$ cat src/rtl/access_requester.sv
// access_requester: drives the request/confirm handshake toward the lock
// controller, waits for a route grant, and locks out after MAX_TRIES
// consecutive failures. Every output is a flop loaded from next-state logic.
module access_requester #(
    parameter int TIMEOUT   = 8,   // WAIT cycles allowed for a grant (2..255)
    parameter int MAX_TRIES = 3    // consecutive failures before lockout (1..3)
) (
    input  logic       CLK,
    input  logic       RST,
    input  logic       start,
    input  logic       abort,
    input  logic       unlock,
    input  logic [3:0] user_pass,
    input  logic [3:0] user_data,
    input  logic       en_left,
    input  logic       en_right,
    input  logic [3:0] dout_in,
    output logic       request,
    output logic       confirm,
    output logic [3:0] pass_data,
    output logic [3:0] din,
    output logic       busy,
    output logic       done,
    output logic       fail,
    output logic       side,
    output logic [3:0] rx_data,
    output logic [1:0] attempts,
    output logic       locked
);

    typedef enum logic [3:0] {
        S_IDLE, S_REQ, S_PCONF, S_PGAP, S_DCONF, S_WAIT, S_DONE, S_FAIL, S_LOCK
    } state_t;

    localparam logic [7:0] TO_LAST   = 8'(TIMEOUT - 1);
    localparam logic [1:0] TRIES_MAX = 2'(MAX_TRIES);

    state_t     state, state_nxt;
    logic [3:0] pass_q, data_q, pass_nxt, data_nxt;
    logic [7:0] timer;
    logic       in_flight, grant, clash, expire;
    logic       req_nxt, cnf_nxt, busy_nxt, capture;
    logic [1:0] att_inc;

    // Next-state and next-output decode; abort overrides every in-flight decision.
    always_comb begin
        state_nxt = state;
        pass_nxt  = pass_q;
        data_nxt  = data_q;
        grant     = en_left ^ en_right;
        clash     = en_left & en_right;
        expire    = (timer == TO_LAST);
        // DONE/FAIL have already resolved the transaction, so abort is
        // honoured only while the handshake is still outstanding.
        in_flight = (state == S_REQ) || (state == S_PCONF) || (state == S_PGAP) ||
                    (state == S_DCONF) || (state == S_WAIT);
        case (state)
            S_IDLE: if (start) begin
                state_nxt = S_REQ;
                pass_nxt  = user_pass;
                data_nxt  = user_data;
            end
            S_REQ:   state_nxt = S_PCONF;
            S_PCONF: state_nxt = S_PGAP;
            S_PGAP:  state_nxt = S_DCONF;
            S_DCONF: state_nxt = S_WAIT;
            S_WAIT: begin
                if (clash)       state_nxt = S_FAIL;
                else if (grant)  state_nxt = S_DONE;
                else if (expire) state_nxt = S_FAIL;
            end
            S_DONE:  state_nxt = S_IDLE;
            S_FAIL:  state_nxt = (attempts == TRIES_MAX) ? S_LOCK : S_IDLE;
            S_LOCK:  if (unlock) state_nxt = S_IDLE;
            default: state_nxt = S_IDLE;
        endcase
        if (in_flight && abort) state_nxt = S_IDLE;

        req_nxt  = (state_nxt == S_REQ) || (state_nxt == S_PCONF) || (state_nxt == S_PGAP) ||
                   (state_nxt == S_DCONF) || (state_nxt == S_WAIT);
        cnf_nxt  = (state_nxt == S_PCONF) || (state_nxt == S_DCONF);
        busy_nxt = (state_nxt != S_IDLE) && (state_nxt != S_LOCK);
        capture  = (state == S_WAIT) && (state_nxt == S_DONE);
        att_inc  = (attempts == 2'd3) ? 2'd3 : attempts + 2'd1;
    end

    // State, latched operands, WAIT timer and all registered outputs.
    always_ff @(posedge CLK or negedge RST) begin
        if (!RST) begin
            state     <= S_IDLE;
            pass_q    <= '0;
            data_q    <= '0;
            timer     <= '0;
            request   <= 1'b0;
            confirm   <= 1'b0;
            pass_data <= '0;
            din       <= '0;
            busy      <= 1'b0;
            done      <= 1'b0;
            fail      <= 1'b0;
            side      <= 1'b0;
            rx_data   <= '0;
            attempts  <= '0;
            locked    <= 1'b0;
        end else begin
            state     <= state_nxt;
            pass_q    <= pass_nxt;
            data_q    <= data_nxt;
            timer     <= ((state == S_WAIT) && (state_nxt == S_WAIT)) ? timer + 8'd1 : 8'd0;
            request   <= req_nxt;
            confirm   <= cnf_nxt;
            pass_data <= req_nxt ? pass_nxt : 4'd0;
            din       <= ((state_nxt == S_DCONF) || (state_nxt == S_WAIT)) ? data_nxt : 4'd0;
            busy      <= busy_nxt;
            done      <= (state_nxt == S_DONE);
            fail      <= (state_nxt == S_FAIL);
            locked    <= (state_nxt == S_LOCK);
            if (capture) begin
                rx_data <= dout_in;
                side    <= en_left;
            end
            if (state_nxt == S_DONE)
                attempts <= 2'd0;
            else if (state_nxt == S_FAIL)
                attempts <= att_inc;
            else if ((state == S_LOCK) && unlock)
                attempts <= 2'd0;
        end
    end

endmodule
$ cat config.mk
export PLATFORM = sky130hd
export DESIGN_NAME = access_requester
export DESIGN_NICKNAME = d
export VERILOG_FILES = /design/src/rtl/access_requester.sv
export SDC_FILE = /design/constraint.sdc
export NUM_CORES = 1
export LEC_CHECK = 0
export CAP_MARGIN = 20
export CORE_MARGIN = 2
export CORE_UTILIZATION = 53
export DETAILED_ROUTE_END_ITERATION = 6
export GPL_TIMING_DRIVEN = 0
export PLACE_DENSITY = 0.9
export SLEW_MARGIN = 0
export SYNTH_ARGS = -nofsm -noshare
export SYNTH_HDL_FRONTEND = slang
export SYNTH_SLANG_ARGS = --single-unit
$ cat constraint.sdc
create_clock -name CLK -period 3.62 [get_ports CLK]
set_clock_uncertainty 0.15 [all_clocks]
set_input_delay 0.362 -clock CLK [delete_from_list [all_inputs] [get_ports CLK]]
set_output_delay 0.362 -clock CLK [all_outputs]
set_load 0.1 [all_outputs]
== Yosys cells after proc, flatten, opt, wreduce, memory -nomap -nowiden ==
Index checks and enable logic that the tools add are counted.

* Bits in registers: 41
* Latch bits: 0
* Bits in writable memories: 0
* Bits in read-only memories: 0
* Input port bits: 19
* Output and inout port bits: 21
* Word-level logic and storage cells: 74
* Memories: 0

* $add $sub $neg: 2
* $mul: 0
* Divide/modulo/power cells: 0
* Order comparisons: 0
* Equal/unequal tests: 18
* Shift-type cells: 0
* Multiplexer cells: 19
* Bitwise gates (word level): 2
* Reduce and logical (&&, ||, !) cells: 18

{| class="wikitable"
|+ Operators by type and width
! kind !! number
|-
| 4-bit 2-to-1 mux || 13
|-
| 4-bit case mux with 8 select lines || 1
|-
| 4-bit by 3-bit == test with 1-bit output (second input constant) || 7
|-
| 4-bit by 2-bit == test with 1-bit output (second input constant) || 4
|-
| 1-bit logical OR || 10
|-
| 8-bit by 1-bit adder with 8-bit output (second input constant) || 1
|-
| 4-bit by 1-bit == test with 1-bit output (second input constant) || 2
|-
| 4-bit == test (second input constant) || 2
|-
| 8-bit by 3-bit == test with 1-bit output (second input constant) || 1
|-
| 2-bit 2-to-1 mux || 4
|-
| 8-bit 2-to-1 mux || 1
|-
| 1-bit logical AND || 5
|-
| 4-bit logical NOT || 1
|-
| 4-bit != test (second input constant) || 1
|-
| 4-bit nonzero test || 1
|-
| 3-bit nonzero test || 1
|-
| 2-bit by 1-bit adder with 2-bit output (second input constant) || 1
|-
| 2-bit == test (second input constant) || 1
|-
| 1-bit bitwise AND || 1
|-
| 1-bit bitwise XOR || 1
|}

== Depth between registers and ports, before layout ==
Gate-level depths: netlist of run 1.

* Depth in word-level cells: 13
* Depth in mapped cells: 6
* Mapped depth without buffers: 6

== Worst setup path after synthesis of run 1 ==
No wires, ideal clock.

* Path type: input port to flip-flop
* From: in en_left
* To: reg rx_data[0]
* Library setup time: 0.125 ns
* Arrival: 1.713 ns
* Required time: 3.345 ns
* Setup slack: 1.632 ns
* Stages: 6
* Buffers on the path: 0
* Path through: ha_1 -> or3b_1 -> o2111ai_1 -> and2_4 -> nor3_4 -> mux2_2

* Word-level cells in the longest chain between the ends: 7
* Elaborated cells between the ends (all ways): 8
* Those cells by class: eq/ne (1); mux (4); bitwise (2); reduce/logical (1)

{| class="wikitable"
|+ RTL lines
! what !! RTL line !! text
|-
| from (decl) || 15 || <nowiki>input logic en_left,</nowiki>
|-
| 1-bit bitwise XOR || 50 || <nowiki>grant = en_left ^ en_right;</nowiki>
|-
| 4-bit 2-to-1 mux || 69 || <nowiki>else if (grant) state_nxt = S_DONE;</nowiki>
|-
| 4-bit 2-to-1 mux (*) || 68 || <nowiki>if (clash) state_nxt = S_FAIL;</nowiki>
|-
| 4-bit case mux with 8 select lines (*) || 57 || <nowiki>case (state)</nowiki>
|-
| 4-bit 2-to-1 mux (*) || 77 || <nowiki>if (in_flight && abort) state_nxt = S_IDLE;</nowiki>
|-
| 4-bit by 3-bit == test with 1-bit output (*) || 83 || <nowiki>capture = (state == S_WAIT) && (state_nxt == S_DONE);</nowiki>
|-
| 1-bit logical AND (*) || 83 ||
|-
| to (signal assigned) || 119 || <nowiki>rx_data <= dout_in;</nowiki>
|-
| to (decl) || 26 || <nowiki>output logic [3:0] rx_data,</nowiki>
|}

Every way passes the cells marked *; elsewhere a longest branch is shown, timed or not.
A chain may end at the register's enable or synchronous reset.

== Worst setup path after layout of run 1 ==
* From: reg attempts[0]
* To: out attempts[0]

{| class="wikitable"
|+ RTL lines
! what !! RTL line !! text
|-
| from (decl) || 27 || <nowiki>output logic [1:0] attempts,</nowiki>
|-
| from (signal assigned) || 125 || <nowiki>attempts <= att_inc;</nowiki>
|}

No word-level cell between the ends.

==> metrics.txt, run 1 <==
CP cell instances=clkdlybuf4s50_1; critical path peak fanout=5; CTS HTree Levels=2; Reg-to-Reg End=rx_data[3]$_DFFE_PN0P_; initial antenna violation count=0; DRC Markers=0; total of max-cap violations=0; via/cell ratio=roughly 5.3; post-synth top area share=59.2%; switching power share of the total=between 40% and 50%; internal cell power=~990 uW; Detailed Route Iter0 Violations=20; fraction of registers with async set/reset=100%; die area=3740 um2; first-pass GRT wire length=5580 um; Starting Density=56.3%; Syn Area/Cell=12.4 um2; final worst-path setup slack=~1200 ps; Site Rows=20; Filler cells=211; CTS sink cnt=41; CP endpoint kind=output pin; Buf/Inv on CP=1; Placer Congestion=0.864; Yosys warnings=0; VDD IR max=0.000447 V; number of global-route vias before repair=1,255; most common cell in the netlist=dfrtp_1; status=finished clean; Worst EP required=~3100 ps; TNS Setup=0 ps; Layout Nets=~210; Core Util, Final=between 70% and 80%; drt pass-1 iters=5; CTS tree=yes; Synth area leader=dfrtp_1; vias=1,238; pre-CTS WS=between 900 and 1000 ps; Combinational Power Share=56.9%; remaining global-route overflow=0; clk_lat worst skew=340 ps; part of the Yosys area used for sequential elements=59.2%; CTS max path bufs=2; area delta synth->final=29.2%; largest net degree at the start of global routing=42; PwrDens=888 nW/um2; Synth cell types=37; met2 usage=35.9%; RSZ-0062 raised after global routing=false; Post-synth EDFFs=0; CP Data Arrival Time=1920 ps; Syn Inst Count=140; GR peak layer=met2; period utilization=67.2%; DPL Wire Length=2600 um; Reg2Reg Depth=5; CP Depth=1; final hold vios=0; root buf cell=clkbuf_4; Setup Fix Bufs, Post-CTS=0; grt met1 use=25.3%; # setup viols final=0; hold path endpoint=data_q[2]$_DFF_PN0_; kind of cell adding the most delay to the critical path=buffers and inverters; cell area after synthesis=1730 um2; Post-DRT Antenna Nets=0; P_leak=0.988 nW; Rel. slew slack=34.1%; CTS clk-pin slew, worst paths=110 ps; post-synthesis register bit count=41; core area=3080 um2; GRT met3 Usage=3.99%; top cells by count, synth=41 x dfrtp_1, 13 x mux2_2, 10 x nand3_1, 10 x nor2_1, 8 x nand2_1; Antenna diodes=0; Synth area leaders=dfrtp_1 59%, mux2_2 8.5%, xor2_1 3.0%; GRT Util Overall=20.8%; worst r2r src=timer[5]$_DFF_PN0_; worst hold stages=1; IO buf count=39; Max Clock Freq=about 400 MHz; sequential fraction of design power=32.3%; Slew Viols, Final=0; Worst Path Class, Setup=register to output pin; Die Ht=61.2 um; final WL=3440 um; TritonCTS Buffers=5; post-layout min period=2430 ps; die boundary width=61.2 um; Critical Path Source Type=register; Sw Pwr=993 uW; worst-path cell with the longest stage delay=clkdlybuf4s50_1; worst hold start=data_q[2]$_DFF_PN0_; reg-to-reg slack, setup=between 1000 and 1500 ps; wire length per cell=between 10 and 15 um; IO Count=40; Synth Flop Type=dfrtp_1; Worst Tran Pin Value=986 ps; HP Class=register to register; CP max stage delay=1160 ps; layout cell share with drive strength beyond 1=a little under a fifth; clock share of power=10.8%; Post-Syn Nets=161
==> placed cells by master (no fill, tap or decap), types with 2 or more instances in the layout <==
cell type	count
mux2_2	13
o211ai_1	2
and2_1	3
nand3_1	10
and3_1	2
and2b_2	2
inv_1	3
xor2_1	6
ha_1	2
o22ai_1	3
o21ai_0	4
clkbuf_4	5
nand2_1	8
a22o_1	2
clkdlybuf4s50_1	38
dfrtp_1	41
nor3_1	2
a21boi_0	4
buf_2	2
nor2_1	10
and3_2	4
clkinv_2	2
==> power groups by stage <==
| stage | sequential, mW | combinational (mW) | clock (mW) |
|---|---|---|---|
| after floorplan | 1.17 | 0.349 | 0 |
| after global placement | 0.643 | 1.11 | 0 |
| after detailed placement | 0.652 | 1.13 | 0 |
| after CTS | 0.642 | 1.14 | 0.222 |
| after global routing | 0.656 | 1.19 | 0.245 |
| final | 0.641 | 1.13 | 0.215 |
==> layout make-up <==
type / instances / area, um2 / area share [%]
clock buffer: 5 / 37.5 / 1.68
buffer: 2 / 16.3 / 0.727
clock inverter: 3 / 17.5 / 0.783
tap: 44 / 55.1 / 2.46
inverter: 4 / 15.0 / 0.671
sequential: 41 / 1030 / 45.9
timing repair buffer: 40 / 395 / 17.7
multi-input combinational: 93 / 674 / 30.1
==> metal layers <==
| metal | part of all wire (%) | wire (um) |
|---|---|---|
| met1 | 41 | 1410 |
| met5 | 0 | 0 |
| met4 | 1.2 | 41 |
| met2 | 53 | 1840 |
| met3 | 4.4 | 152 |
==> per-stage QoR <==
step	instances	hold WS, ps	total power [mW]	cell area [um2]
after global placement	223	324	1.75	2180
after global routing	232	380	2.09	2240
after detailed placement	223	333	1.79	2170
after floorplan	140	-83.6	1.51	1730
after CTS	232	359	2.00	2240
final	232	357	1.99	2240
==> cell families after synthesis <==
group           share of synthesized area [%]
flops                                    59.2
mux                                      8.45
simple gates                             16.8
xor+xnor                                 3.54
buf+inv                                  1.81
fa+ha+maj                                1.44
compound gates                           8.74
==> state kept, by name, summed over array words and instances, names as in the netlist <==
| signal | flops |
|---|---|
| done | 1 |
| pass_data | 4 |
| din | 4 |
| timer | 8 |
| busy | 1 |
| data_q | 4 |
| fail | 1 |
| state | 4 |
| locked | 1 |
| confirm | 1 |
| side | 1 |
| attempts | 2 |
| request | 1 |
| pass_q | 4 |
| rx_data | 4 |
==> timing repair <==
item                                   in CTS  in global routing
gates resized for setup                     0                  0
hold buffers                                1                  0
endpoints found under the hold margin      21                  0
==> how the worst max path moves through the flow <==
stage / end / from / slack, ps
5_1_grt: attempts[0] / attempts[0]$_DFFE_PN0P_ / 1130
2_1_floorplan: rx_data[0]$_DFFE_PN0P_ / en_left / 1630
3_3_place_gp: pass_data[0]$_DFF_PN0_ / en_left / 1030
3_5_place_dp: pass_data[0]$_DFF_PN0_ / en_left / 970
4_1_cts: attempts[0] / attempts[0]$_DFFE_PN0P_ / 1180
6_report: attempts[0] / attempts[0]$_DFFE_PN0P_ / 1190
(Power assumes the default switching activity.)
==> run 2, diff against run 1 <==
--- a/config.mk
+++ b/config.mk
@@ -7,10 +7,10 @@
 export LEC_CHECK = 0
 export CAP_MARGIN = 20
 export CORE_MARGIN = 2
-export CORE_UTILIZATION = 53
+export CORE_UTILIZATION = 49
 export DETAILED_ROUTE_END_ITERATION = 6
 export GPL_TIMING_DRIVEN = 0
-export PLACE_DENSITY = 0.9
+export PLACE_DENSITY = 0.84
 export SLEW_MARGIN = 0
 export SYNTH_ARGS = -nofsm -noshare
 export SYNTH_HDL_FRONTEND = slang
==> constraint.sdc (replaced) <==
create_clock -name CLK -period 2.3 [get_ports CLK]
set_clock_uncertainty 0.15 [all_clocks]
set_input_delay 0.23 -clock CLK [delete_from_list [all_inputs] [get_ports CLK]]
set_output_delay 0.23 -clock CLK [all_outputs]
set_load 0.1 [all_outputs]
==> run 2 against run 1 <==
- hold slack worse by 9.7 ps
- critical endpoint is now rx_data[1]$_DFFE_PN0P_
- core utilization down 4.4 points
- die area up 7.6%
- critical path type is now register to register
- wire length down 1.2%
- combinational power up 58%
- register-to-register slack worse by 1400 ps
- clock power rose to 2.6 times the previous value
- design area up 2.7%
- final cell count up 1.3%
- largest cell class unchanged
- via count up 1.2%
- sequential share of layout area down 1.2 points
==> metrics.txt, run 2 (synthesis gave the netlist of run 1 again) <==
Largest register FFs=8; drt pass-1 iters=4; footprint of the multi-input gates=679 um2; TNS Setup=0 ps; Buf/Inv on CP=0; Rel. slew slack=about a third; CP Data Arrival Time=2330 ps; post-layout min period=2240 ps; TritonCTS Buffers=5; Worst Tran Pin Value=974 ps; placed cell area=2170 um2; Starting Density=about half; area delta synth->final=32.7%; most common cell after layout, fill and taps aside=dfrtp_1; number of global-route vias before repair=~1,300; clk_lat worst skew=~340 ps; remaining global-route overflow=0; DRC Markers=0; CP endpoint kind=register; worst-path cell with the longest stage delay=dfrtp_1; GRT Util Overall=18.8%; Critical Path Source Type=register; die area=just over 4000 um2; RSZ-0062 raised after global routing=false; CTS clk-pin slew, worst paths=120 ps; die boundary width=63.4 um; final worst-path setup slack=between 60 and 70 ps; total of max-cap violations=0; Filler cells=262; Max Clock Freq=447 MHz; HP Class=input port to register; VDD IR max=0.000910 V; status=finished clean; IO buf count=39; CTS sink cnt=41; register area=1030 um2; final non-filler cell total=235; cell area after layout=2300 um2; P_leak=a little over 1 nW; Core Util, Final=68.3%; Worst EP required=approximately 2400 ps; # setup viols final=0; vias=1,253; initial antenna violation count=0; Slew Viols, Final=0; final WL=3400 um; core area=3360 um2; wire length per cell=14.5 um; CP cell instances=nor4_1, nand3_1, and2_4, nor3_4, mux2_2; final hold vios=0; Antenna diodes=0; kind of cell adding the most delay to the critical path=simple AND/OR/NAND/NOR gates; largest net degree at the start of global routing=42; Site Rows=21; critical path peak fanout=6; CTS tree=yes; placed instance count=225; CP max stage delay=around 430 ps; period utilization=a little over nine tenths; root buf cell=clkbuf_4; Detailed Route Iter0 Violations=56; Top reg by flops=timer; pre-CTS WS=-231 ps; PwrDens=1470 nW/um2; Worst Path Class, Setup=register to register; Die Ht=~63 um; Post-DRT Antenna Nets=0; layout cell share with drive strength beyond 1=20.1%; CTS max path bufs=2; via/cell ratio=between 5 and 6; CTS HTree Levels=2; Layout Nets=209; first-pass GRT wire length=5870 um; most frequent cells in the layout=41 x dfrtp_1, 36 x clkdlybuf4s50_1, 13 x mux2_2, 10 x nor2_1, 9 x nand3_1; IO Count=40; DPL Wire Length=between 2000 and 2500 um; Placer Congestion=0.866
[run 2: path summary, 6_finish.rpt]
kind                                startpoint                     end  slack, ps  depth (start not counted)
setup reg to reg            timer[4]$_DFF_PN0_  rx_data[1]$_DFFE_PN0P_         60                          5
hold / removal                      dout_in[0]  rx_data[0]$_DFFE_PN0P_        350                          2
setup / recovery            timer[4]$_DFF_PN0_  rx_data[1]$_DFFE_PN0P_         60                          5
max in group asynchronous                  RST  rx_data[0]$_DFFE_PN0P_       1100                          2
min in group asynchronous                  RST     pass_q[2]$_DFF_PN0_        370                          2
hold reg to reg            data_q[0]$_DFF_PN0_     data_q[0]$_DFF_PN0_        350                          1
[run 2: metrics by stage]
| stage | power (mW) | hold WS (ps) |
|---|---|---|
| floorplan | 2.38 | -216 |
| global placement | 2.75 | 323 |
| detailed placement | 2.80 | 240 |
| CTS | 3.36 | 338 |
| global route | 3.54 | 342 |
| finish | 3.37 | 347 |
[run 2: layout make-up]
| type | instances | area share [%] |
|---|---|---|
| buffer | 2 | 0.708 |
| inverter | 4 | 0.654 |
| tap | 46 | 2.51 |
| multi-input combinational | 93 | 29.6 |
| clock inverter | 3 | 2.83 |
| timing repair buffer | 41 | 17.4 |
| sequential | 41 | 44.7 |
| clock buffer | 5 | 1.63 |
[run 2: what timing repair did]
item	in CTS	in global routing
hold buffers	1	0
gates resized for setup	2	1
hold endpoints to repair	41	0
endpoints found under the setup margin	2	5
buffers inserted	0	1
pin swaps	0	1
[run 2: report_power, final]
part / internal [mW] / switching, mW
combinational: 0.536 / 1.26
sequential: 0.929 / 0.0809
clock: 0.336 / 0.230
[run 2: metal layers]
layer / routed length (um) / GRT usage [%] / vias to the layer above
li1: - / - / 597
met3: 187 / 4.46 / 6
met5: 0 / 0 / -
met2: 1720 / 31.2 / 36
met4: 49 / 7.34 / 0
met1: 1440 / 23.7 / 614
==> run 3, diff against run 2 <==
--- a/config.mk
+++ b/config.mk
@@ -7,10 +7,11 @@
 export LEC_CHECK = 0
 export CAP_MARGIN = 20
 export CORE_MARGIN = 2
-export CORE_UTILIZATION = 49
+export CORE_UTILIZATION = 61
 export DETAILED_ROUTE_END_ITERATION = 6
+export DONT_BUFFER_PORTS = 1
 export GPL_TIMING_DRIVEN = 0
-export PLACE_DENSITY = 0.84
+export PLACE_DENSITY = 0.83
 export SLEW_MARGIN = 0
 export SYNTH_ARGS = -nofsm -noshare
 export SYNTH_HDL_FRONTEND = slang
==> run 3 against run 2 <==
- final cell count fell by 17%
- sequential power grew 84%
- flip-flop and latch count did not move
- critical path type unchanged
- largest power group is now registers
==> metrics.txt, run 3 (synthesis gave the netlist of run 1 again) <==
CP cell instances=buf_6, and4bb_2, nand3_1, and2_4, nor3_4, mux2_2; kind of cell adding the most delay to the critical path=simple AND/OR/NAND/NOR gates; HP Class=input port to register; cell area after layout=2050 um2; footprint of the multi-input gates=slightly below 700 um2; final non-filler cell total=195; CTS HTree Levels=2; Buf/Inv on CP=1; Placer Congestion=0.891; Post-DRT Antenna Nets=0; post-layout min period=2160 ps; GRT Util Overall=20.1%; # setup viols final=0; CP endpoint kind=register; placed instance count=171; Worst EP required=2380 ps; DRC Markers=0; most common cell after layout, fill and taps aside=dfrtp_1; largest net degree at the start of global routing=42; Worst Path Class, Setup=register to register; Hold WS=about 14 ps; DPL Wire Length=2180 um; layout cell share with drive strength beyond 1=between 20% and 30%; Detailed Route Iter0 Violations=24; P_leak=0.935 nW; TNS Setup=0 ps; Largest register FFs=8; Worst Tran Pin Value=986 ps; status=finished clean; total of max-cap violations=0; wire length per cell=16.1 um; CTS tree=yes; VDD IR max=about 0.0015 V; Slew Viols, Final=0; Starting Density=63.3%; root buf cell=clkbuf_4; Site Rows=19; CP max stage delay=420 ps; worst-path cell with the longest stage delay=dfrtp_1; via/cell ratio=5.96; Top reg by flops=timer; initial antenna violation count=0; IO buf count=0; Rel. slew slack=about a third; Critical Path Source Type=register; RSZ-0062 raised after global routing=false; placed cell area=1770 um2; most frequent cells in the layout=41 x dfrtp_1, 15 x dlygate4sd3_1, 13 x mux2_2, 10 x nor2_1, 10 x nand3_1; critical path peak fanout=10; vias=1,162; CP Data Arrival Time=2240 ps; CTS sink cnt=41; number of global-route vias before repair=1,143; TritonCTS Buffers=5; cts repair resizes=0; die boundary width=about 57 um; area delta synth->final=18.2%; CTS max path bufs=2; Max Clock Freq=463 MHz; final hold vios=0; register area=1030 um2; Filler cells=169; period utilization=between 90% and 100%; Die Ht=57.3 um; CTS clk-pin slew, worst paths=120 ps; drt pass-1 iters=6; remaining global-route overflow=0; Layout Nets=~180; PwrDens=approximately 1500 nW/um2; clk_lat worst skew=between 300 and 400 ps; die area=3280 um2; first-pass GRT wire length=5000 um; final WL=3140 um; Antenna diodes=0; core area=2730 um2; IO Count=40
## run 3: area by class of cell
type / count / area share, %
Buffer: 2 / 0.795
Clock buffer: 5 / 1.83
Clock inverter: 3 / 3.36
Inverter: 4 / 0.733
Multi-Input combinational cell: 93 / 32.9
Sequential cell: 41 / 50.1
Tap cell: 31 / 1.89
Timing Repair Buffer: 16 / 8.31
## run 3: where the power goes
part	total [mW]	internal, mW	switching [mW]
combinational	0.706	0.336	0.370
clock	0.573	0.342	0.231
sequential	1.86	0.912	0.944
total	3.14	1.59	1.55
## run 3: through the flow
| step | total power, mW | worst slack (ps) | util, % |
|---|---|---|---|
| floorplan | 2.38 | 332 | - |
| global placement | 2.49 | 209 | 64.8 |
| detailed placement | 2.54 | 158 | 64.8 |
| CTS | 3.14 | 136 | 74.9 |
| global route | 3.26 | 24.6 | 74.9 |
| finish | 3.14 | 139 | 74.9 |
## run 3: final timing paths
kind | startpoint | endpoint | slack, ps | cells after the start
setup reg to reg | state[1]$_DFF_PN0_ | rx_data[2]$_DFFE_PN0P_ | 140 | 6
max in group asynchronous | RST | timer[5]$_DFF_PN0_ | 1610 | 2
hold / removal | abort | busy$_DFF_PN0_ | 10 | 3
setup / recovery | state[1]$_DFF_PN0_ | rx_data[2]$_DFFE_PN0P_ | 140 | 6
hold reg to reg | data_q[2]$_DFF_PN0_ | data_q[2]$_DFF_PN0_ | 360 | 1
min in group asynchronous | RST | din[3]$_DFF_PN0_ | 200 | 2
## run 3: worst reg2reg max path, stage by stage (launching register included)
cell      delay (ps)
dfrtp_1          420
buf_6            140
and4bb_2         310
nand3_1          120
and2_4           220
nor3_4           310
mux2_2           380
## run 3: repair_timing
action	in CTS	in global routing
setup buffers	0	0
hold buffers	16	0
hold endpoints to repair	58	0
endpoints found under the setup margin	0	0
## run 3: metal layers
metal | GRT usage (%) | vias up | wire (um)
li1 | - | 541 | -
met2 | 38.1 | 27 | 1720
met3 | 4.08 | 4 | 91
met4 | 7.97 | 0 | 34
met5 | 0 | - | 0
met1 | 21.8 | 590 | 1300
